`src/rtl/pulse_cmd_scheduler.sv`:
```
`timescale 1ns/1ps
// Pulse command scheduler: assembles 9-byte UART frames into clamped, shadowed generator config.
// Reply one cycle after the last byte; a trigger fires one cycle after its request or is held pending (depth 1) while gen_busy.
module pulse_cmd_scheduler #(
    parameter logic [7:0]  HDR_BYTE    = 8'h07,
    parameter logic [15:0] MIN_PULSE   = 16'd4,
    parameter logic [15:0] DEF_PULSE   = 16'd5,
    parameter int unsigned TIMEOUT_CYC = 104160,
    parameter logic [7:0]  ACK_BYTE    = 8'h06,
    parameter logic [7:0]  NAK_BYTE    = 8'h15
) (
    input  logic        sys_clk,
    input  logic        sys_rst,
    input  logic [7:0]  rx_data,
    input  logic        rx_flag,
    input  logic        key_en,
    input  logic        gen_busy,
    output logic [1:0]  pulse_select,
    output logic [15:0] pulse_width1,
    output logic [15:0] pulse_width2,
    output logic [15:0] pulse_gap,
    output logic        pulse_trig,
    output logic        cmd_pending,
    output logic [7:0]  tx_data,
    output logic        tx_flag,
    output logic        frame_err
);

    localparam int unsigned   TW       = $clog2(TIMEOUT_CYC + 1);
    localparam logic [TW-1:0] TMO_LAST = TW'(TIMEOUT_CYC - 1);

    typedef enum logic {R_IDLE, R_COLLECT} rx_state_t;

    rx_state_t     state, state_nxt;
    logic [3:0]    byte_cnt;
    logic [TW-1:0] tmo_cnt;
    logic [55:0]   shift_buf;
    logic          frame_end, tmo_hit;
    logic          frame_valid, frame_ok, req;
    logic [1:0]    stg_sel;
    logic [15:0]   stg_w1, stg_w2, stg_gap;

    function automatic logic [15:0] clamp(input logic [15:0] v);
        return (v < MIN_PULSE) ? MIN_PULSE : v;
    endfunction

    // shift_buf holds B1..B7 (B1 in the top byte); B8 is taken straight from rx_data.
    assign frame_valid = (shift_buf[55:49] == 7'd0) && (shift_buf[47:41] == 7'd0);
    assign req         = key_en | frame_ok;

    always_ff @(posedge sys_clk) begin
        if (sys_rst) state <= R_IDLE;
        else         state <= state_nxt;
    end

    always_comb begin
        state_nxt = state;
        frame_end = 1'b0;
        tmo_hit   = 1'b0;
        case (state)
            R_IDLE: begin
                if (rx_flag && rx_data == HDR_BYTE) state_nxt = R_COLLECT;
            end
            R_COLLECT: begin
                if (rx_flag) begin
                    if (byte_cnt == 4'd8) begin
                        frame_end = 1'b1;
                        state_nxt = R_IDLE;
                    end
                end else if (tmo_cnt == TMO_LAST) begin
                    tmo_hit   = 1'b1;
                    state_nxt = R_IDLE;
                end
            end
            default: state_nxt = R_IDLE;
        endcase
    end

    always_ff @(posedge sys_clk) begin
        if (sys_rst) begin
            byte_cnt  <= 4'd0;
            tmo_cnt   <= '0;
            shift_buf <= '0;
            stg_sel   <= 2'b00;
            stg_w1    <= DEF_PULSE;
            stg_w2    <= DEF_PULSE;
            stg_gap   <= DEF_PULSE;
            frame_ok  <= 1'b0;
            tx_flag   <= 1'b0;
            tx_data   <= 8'h00;
            frame_err <= 1'b0;
        end else begin
            frame_ok  <= 1'b0;
            tx_flag   <= 1'b0;
            frame_err <= 1'b0;
            if (state == R_IDLE) begin
                tmo_cnt  <= '0;
                byte_cnt <= (state_nxt == R_COLLECT) ? 4'd1 : 4'd0;
            end else if (rx_flag) begin
                shift_buf <= {shift_buf[47:0], rx_data};
                byte_cnt  <= byte_cnt + 4'd1;
                tmo_cnt   <= '0;
            end else begin
                tmo_cnt <= tmo_cnt + TW'(1);
            end

            if (frame_end) begin
                byte_cnt <= 4'd0;
                tx_flag  <= 1'b1;
                if (frame_valid) begin
                    tx_data  <= ACK_BYTE;
                    frame_ok <= 1'b1;
                    stg_sel  <= {shift_buf[40], shift_buf[48]};
                    stg_w1   <= clamp(shift_buf[39:24]);
                    stg_w2   <= clamp(shift_buf[23:8]);
                    stg_gap  <= clamp({shift_buf[7:0], rx_data});
                end else begin
                    tx_data   <= NAK_BYTE;
                    frame_err <= 1'b1;
                end
            end

            if (tmo_hit) begin
                byte_cnt  <= 4'd0;
                tmo_cnt   <= '0;
                tx_flag   <= 1'b1;
                tx_data   <= NAK_BYTE;
                frame_err <= 1'b1;
            end
        end
    end

    // A request landing in the trigger cycle is parked: the generator has not raised busy yet.
    always_ff @(posedge sys_clk) begin
        if (sys_rst) begin
            pulse_trig   <= 1'b0;
            cmd_pending  <= 1'b0;
            pulse_select <= 2'b00;
            pulse_width1 <= DEF_PULSE;
            pulse_width2 <= DEF_PULSE;
            pulse_gap    <= DEF_PULSE;
        end else begin
            pulse_trig <= 1'b0;
            if (pulse_trig) begin
                if (req) cmd_pending <= 1'b1;
            end else if ((req || cmd_pending) && !gen_busy) begin
                pulse_trig   <= 1'b1;
                cmd_pending  <= 1'b0;
                pulse_select <= stg_sel;
                pulse_width1 <= stg_w1;
                pulse_width2 <= stg_w2;
                pulse_gap    <= stg_gap;
            end else if (req) begin
                cmd_pending <= 1'b1;
            end
        end
    end

endmodule

```
`config.mk`:
```
export PLATFORM = sky130hd
export DESIGN_NAME = pulse_cmd_scheduler
export DESIGN_NICKNAME = d
export VERILOG_FILES = /design/src/rtl/pulse_cmd_scheduler.sv
export SDC_FILE = /design/constraint.sdc
export NUM_CORES = 1
export LEC_CHECK = 0
export CAP_MARGIN = 0
export CORE_MARGIN = 5
export CORE_UTILIZATION = 45
export CTS_CLUSTER_DIAMETER = 200
export CTS_CLUSTER_SIZE = 16
export DETAILED_ROUTE_END_ITERATION = 8
export GPL_TIMING_DRIVEN = 0
export PLACE_DENSITY = 0.66
export SLEW_MARGIN = 30
export SYNTH_ARGS = -nofsm -noshare
export SYNTH_HDL_FRONTEND = slang
export SYNTH_SLANG_ARGS = --single-unit
```
`constraint.sdc`:
```
create_clock -name sys_clk -period 2.2 [get_ports sys_clk]
set_input_delay 0.44 -clock sys_clk [delete_from_list [all_inputs] [get_ports sys_clk]]
set_output_delay 0.44 -clock sys_clk [all_outputs]
set_load 0.02 [all_outputs]
```
==> impl_metrics.toml <==
[drt]
top_layer = "met4"
first_pass_iters = 4
met2_length_um = 7580
dr_total_vias = 6171
first_iter_violations = 473
wl_per_cell_um = 15.0
detail_route.wirelength_um = 17400
post_dr_vias_cell = 5.34
drt.antenna.violating_nets = 0
remaining_drc_errors = 0
wl_met1_um = 8420
met3RoutedLength_um = 1090

[yosys]
top_cell_type_by_total_area_after_synthesis = "dfxtp_1"
post_synth_num_cell_types = 39
async_flop_share = 0
synth-edff-count = 0
synth-seq-area-share = 0.534
syn-cell-area_um2 = 6970
synth_cells = 863
synth_top_flop_cell = "dfxtp_1"
syn-mean-instance-area_um2 = 8.08
synth_top_area_frac = 0.534
ys_top_cells_by_area = "dfxtp_1 (53%), nand2_1 (12%), a21oi_1 (11%)"
synth_warnings = 0
ys_seq_elements = 186

[power]
p_leak_nw = 2.81
total_power_mw = 6.78
power.share.sequential = 0.498
switching_share = 0.219
design_internal_power_mw = 5.30
p_sw_mw = 1.49
share_comb_of_total_power = 0.032
vdd_drop_max_mv = 0.529
power.density_cell_area_nw_per_um2 = 793
power.clock.fraction = 0.470

[sta]
timing.clock.skew_ns = 0.00753
timing.final.ws_setup_ns = 0.0910
maxSlewHeadroom = 0.534
final_critical_path_share_of_the_clock_period = 0.959
setup_violators_final = 0
report.final.slew_viol_count = 0
finalHoldViolations = 0
worst_pin_slew_ns = 0.699
finalWorstPathRequiredPeriod_ns = 2.11
max_clock_freq_mhz = 474
rsz0062_at_grt = "yes"

[clock_network]
tritoncts_clock_tree = "yes"
postCtsHoldBufs = 0
cts_inserted_buffers = 17
cts.root.buffer_cell = "clkbuf_16"
cts-root-to-sink-buffers = 2
htree_levels = 4
clk_pin_slew_ns = 0.07
worstSkewPairLatency_ns = 0.44
clock_sinks = 186

[place]
post-place-cells = 1122
dpl_worst_slack_ns = -0.334
detailed_place_hpwl_um = 12500
post_place_instance_area_um2 = 7900
port_buffers = 68
gp_congestion = 0.881

[final_layout]
multi_input_comb_area_um2 = 2950
num-fill-cells = 1505
mostFrequentLayoutCell = "nand2_1"
stdcell_count = 1156
area_growth_syn_to_layout_pct = 22.8
seq_area_um2 = 3730
diodes = 0
post_route_cells_drive_above_1_share = 0.0589
post-route-cell-area_um2 = 8560
most-common-layout-cells = "nand2_1 (222), dfxtp_1 (184), a21oi_1 (150), clkdlybuf4s50_1 (68), clkbuf_1 (58)"
num-nets-final = 971

[setup_path]
worst-path-max-fanout = 10
crit_arrival_ns = 2.47
rr_worst_depth = 6
critPathLaunchType = "input pin"
crit_path_max_incr_delay_ns = 0.41
worstSetupPathType = "input pin to register"
timing.critical_path.max_delay_family = "buffers and inverters"
critical_path_depth = 7
critical_path_capture_point_type = "register"
critical_path_required_ns = 2.57
cp.buffers_inverters = 3
cells_along_the_critical_path = "clkdlybuf4s50_1, nor3_1, nand2b_1, clkbuf_1, buf_1, nand2_1, a21oi_1"
crit_path_top_delay_cell = "clkdlybuf4s50_1"

[outcome]
outcome = "finished, final reports clean"

[grt]
grt_start_max_net_pins = 17
grt_antenna_before_repair = 0
global_route.usage.total = 0.202
grt-ovfl-total = 0
grt_pass1_wl_um = 29400
grt_pass1_vias = 5799

[worst_hold_path]
hold_class = "register to register"
whs_path_depth = 2

[floorplan]
die_height_um = 134
die-area_um2 = 18100
die_width_um = 134
io_pins = 75
starting_density_of_the_core = 0.458
core_region_area_um2 = 15200
rows = 45

[job]
maxCapViolCount = 0
## worst reg2reg max path: cells and delay by family (launching register included)
kind	cells	cell delay (ns)
AO/OA/AOI/OAI	1	0.30
buffers and inverters	2	0.32
AND/OR/NAND/NOR	3	1.06
flip-flops	1	0.31
## repair_timing
action,CTS,global route
endpoints found under the setup margin,0,83
resized for setup,0,14
setup buffers,0,2
## worst paths after layout
path | start | to | slack, ns
min reg2reg | stg_w2[9]$_SDFFE_PP0P_ | pulse_width2[9]$_SDFFE_PP0P_ | 0.45
max reg2reg | tmo_cnt[8]$_SDFF_PP0_ | tmo_cnt[9]$_SDFF_PP0_ | 0.12
min | stg_w2[9]$_SDFFE_PP0P_ | pulse_width2[9]$_SDFFE_PP0P_ | 0.45
max | key_en | pulse_width2[4]$_SDFFE_PP0P_ | 0.09
## Yosys cell counts, types with 2 or more instances
master / n
or3_1: 4
dfxtp_1: 186
xor2_1: 12
buf_4: 5
and4_1: 5
xnor2_1: 2
and3_1: 3
inv_1: 4
a21oi_1: 150
o31a_1: 3
nand2_1: 222
o21ai_0: 51
nor4_1: 12
nand3_1: 55
ha_1: 3
buf_6: 2
nor3_1: 10
a41o_1: 2
buf_2: 2
clkbuf_1: 63
nor2_1: 26
nand2b_1: 3
nand4_1: 19
o211a_1: 2
and2_1: 3
## metrics by stage
step           utilization  TNS (ns)  hold slack [ns]
2_1_floorplan            -         0            0.428
3_3_place_gp         0.519    -15.98            0.438
3_5_place_dp         0.520    -15.51            0.443
4_1_cts              0.560         0            0.455
5_1_grt              0.563    -0.833            0.461
6_report             0.563         0            0.450
## routing by layer
layer  vias to the layer above  GRT usage
met5                         -          0
met4                         0     0.0633
met3                        23     0.0596
met2                       161      0.302
met1                      2858      0.281
li1                       3129          -
## area by class of cell
type	instances	area share
clock buffer	19	0.0529
inverter	4	0.00175
sequential	186	0.436
timing repair buffer	70	0.0813
buffer	73	0.0371
tap	188	0.0275
clock inverter	13	0.0193
multi-input combinational	603	0.345
## power groups by stage
stage               clock network, mW  registers, mW  logic [mW]
floorplan                           0           3.47       0.110
global placement                    0           3.46       0.212
detailed placement                  0           3.46       0.213
CTS                              3.24           3.38       0.215
global route                     3.39           3.38       0.237
finish                           3.19           3.38       0.216
## sequential cells by signal (all words and copies together) (netlist names), 2 cells and up
signal,cells
tx_data,3
stg_w2,16
tmo_cnt,17
pulse_select,2
pulse_gap,16
stg_w1,16
pulse_width1,16
byte_cnt,4
stg_sel,2
pulse_width2,16
stg_gap,16
shift_buf,56
## cells by family (layout without fill, tap and decap cells)
| kind of cell | count (synthesis) | after routing | synth area share |
|---|---|---|---|
| xor+xnor | 14 | 14 | 0.0176 |
| simple gates | 368 | 368 | 0.234 |
| other cells | 1 | 4 | 0.000538 |
| mux | 1 | 1 | 0.00144 |
| flops | 186 | 186 | 0.534 |
| fa+ha+maj | 3 | 3 | 0.00539 |
| buf+inv | 77 | 179 | 0.0467 |
| compound gates | 213 | 213 | 0.161 |
(Power assumes the default switching activity.)
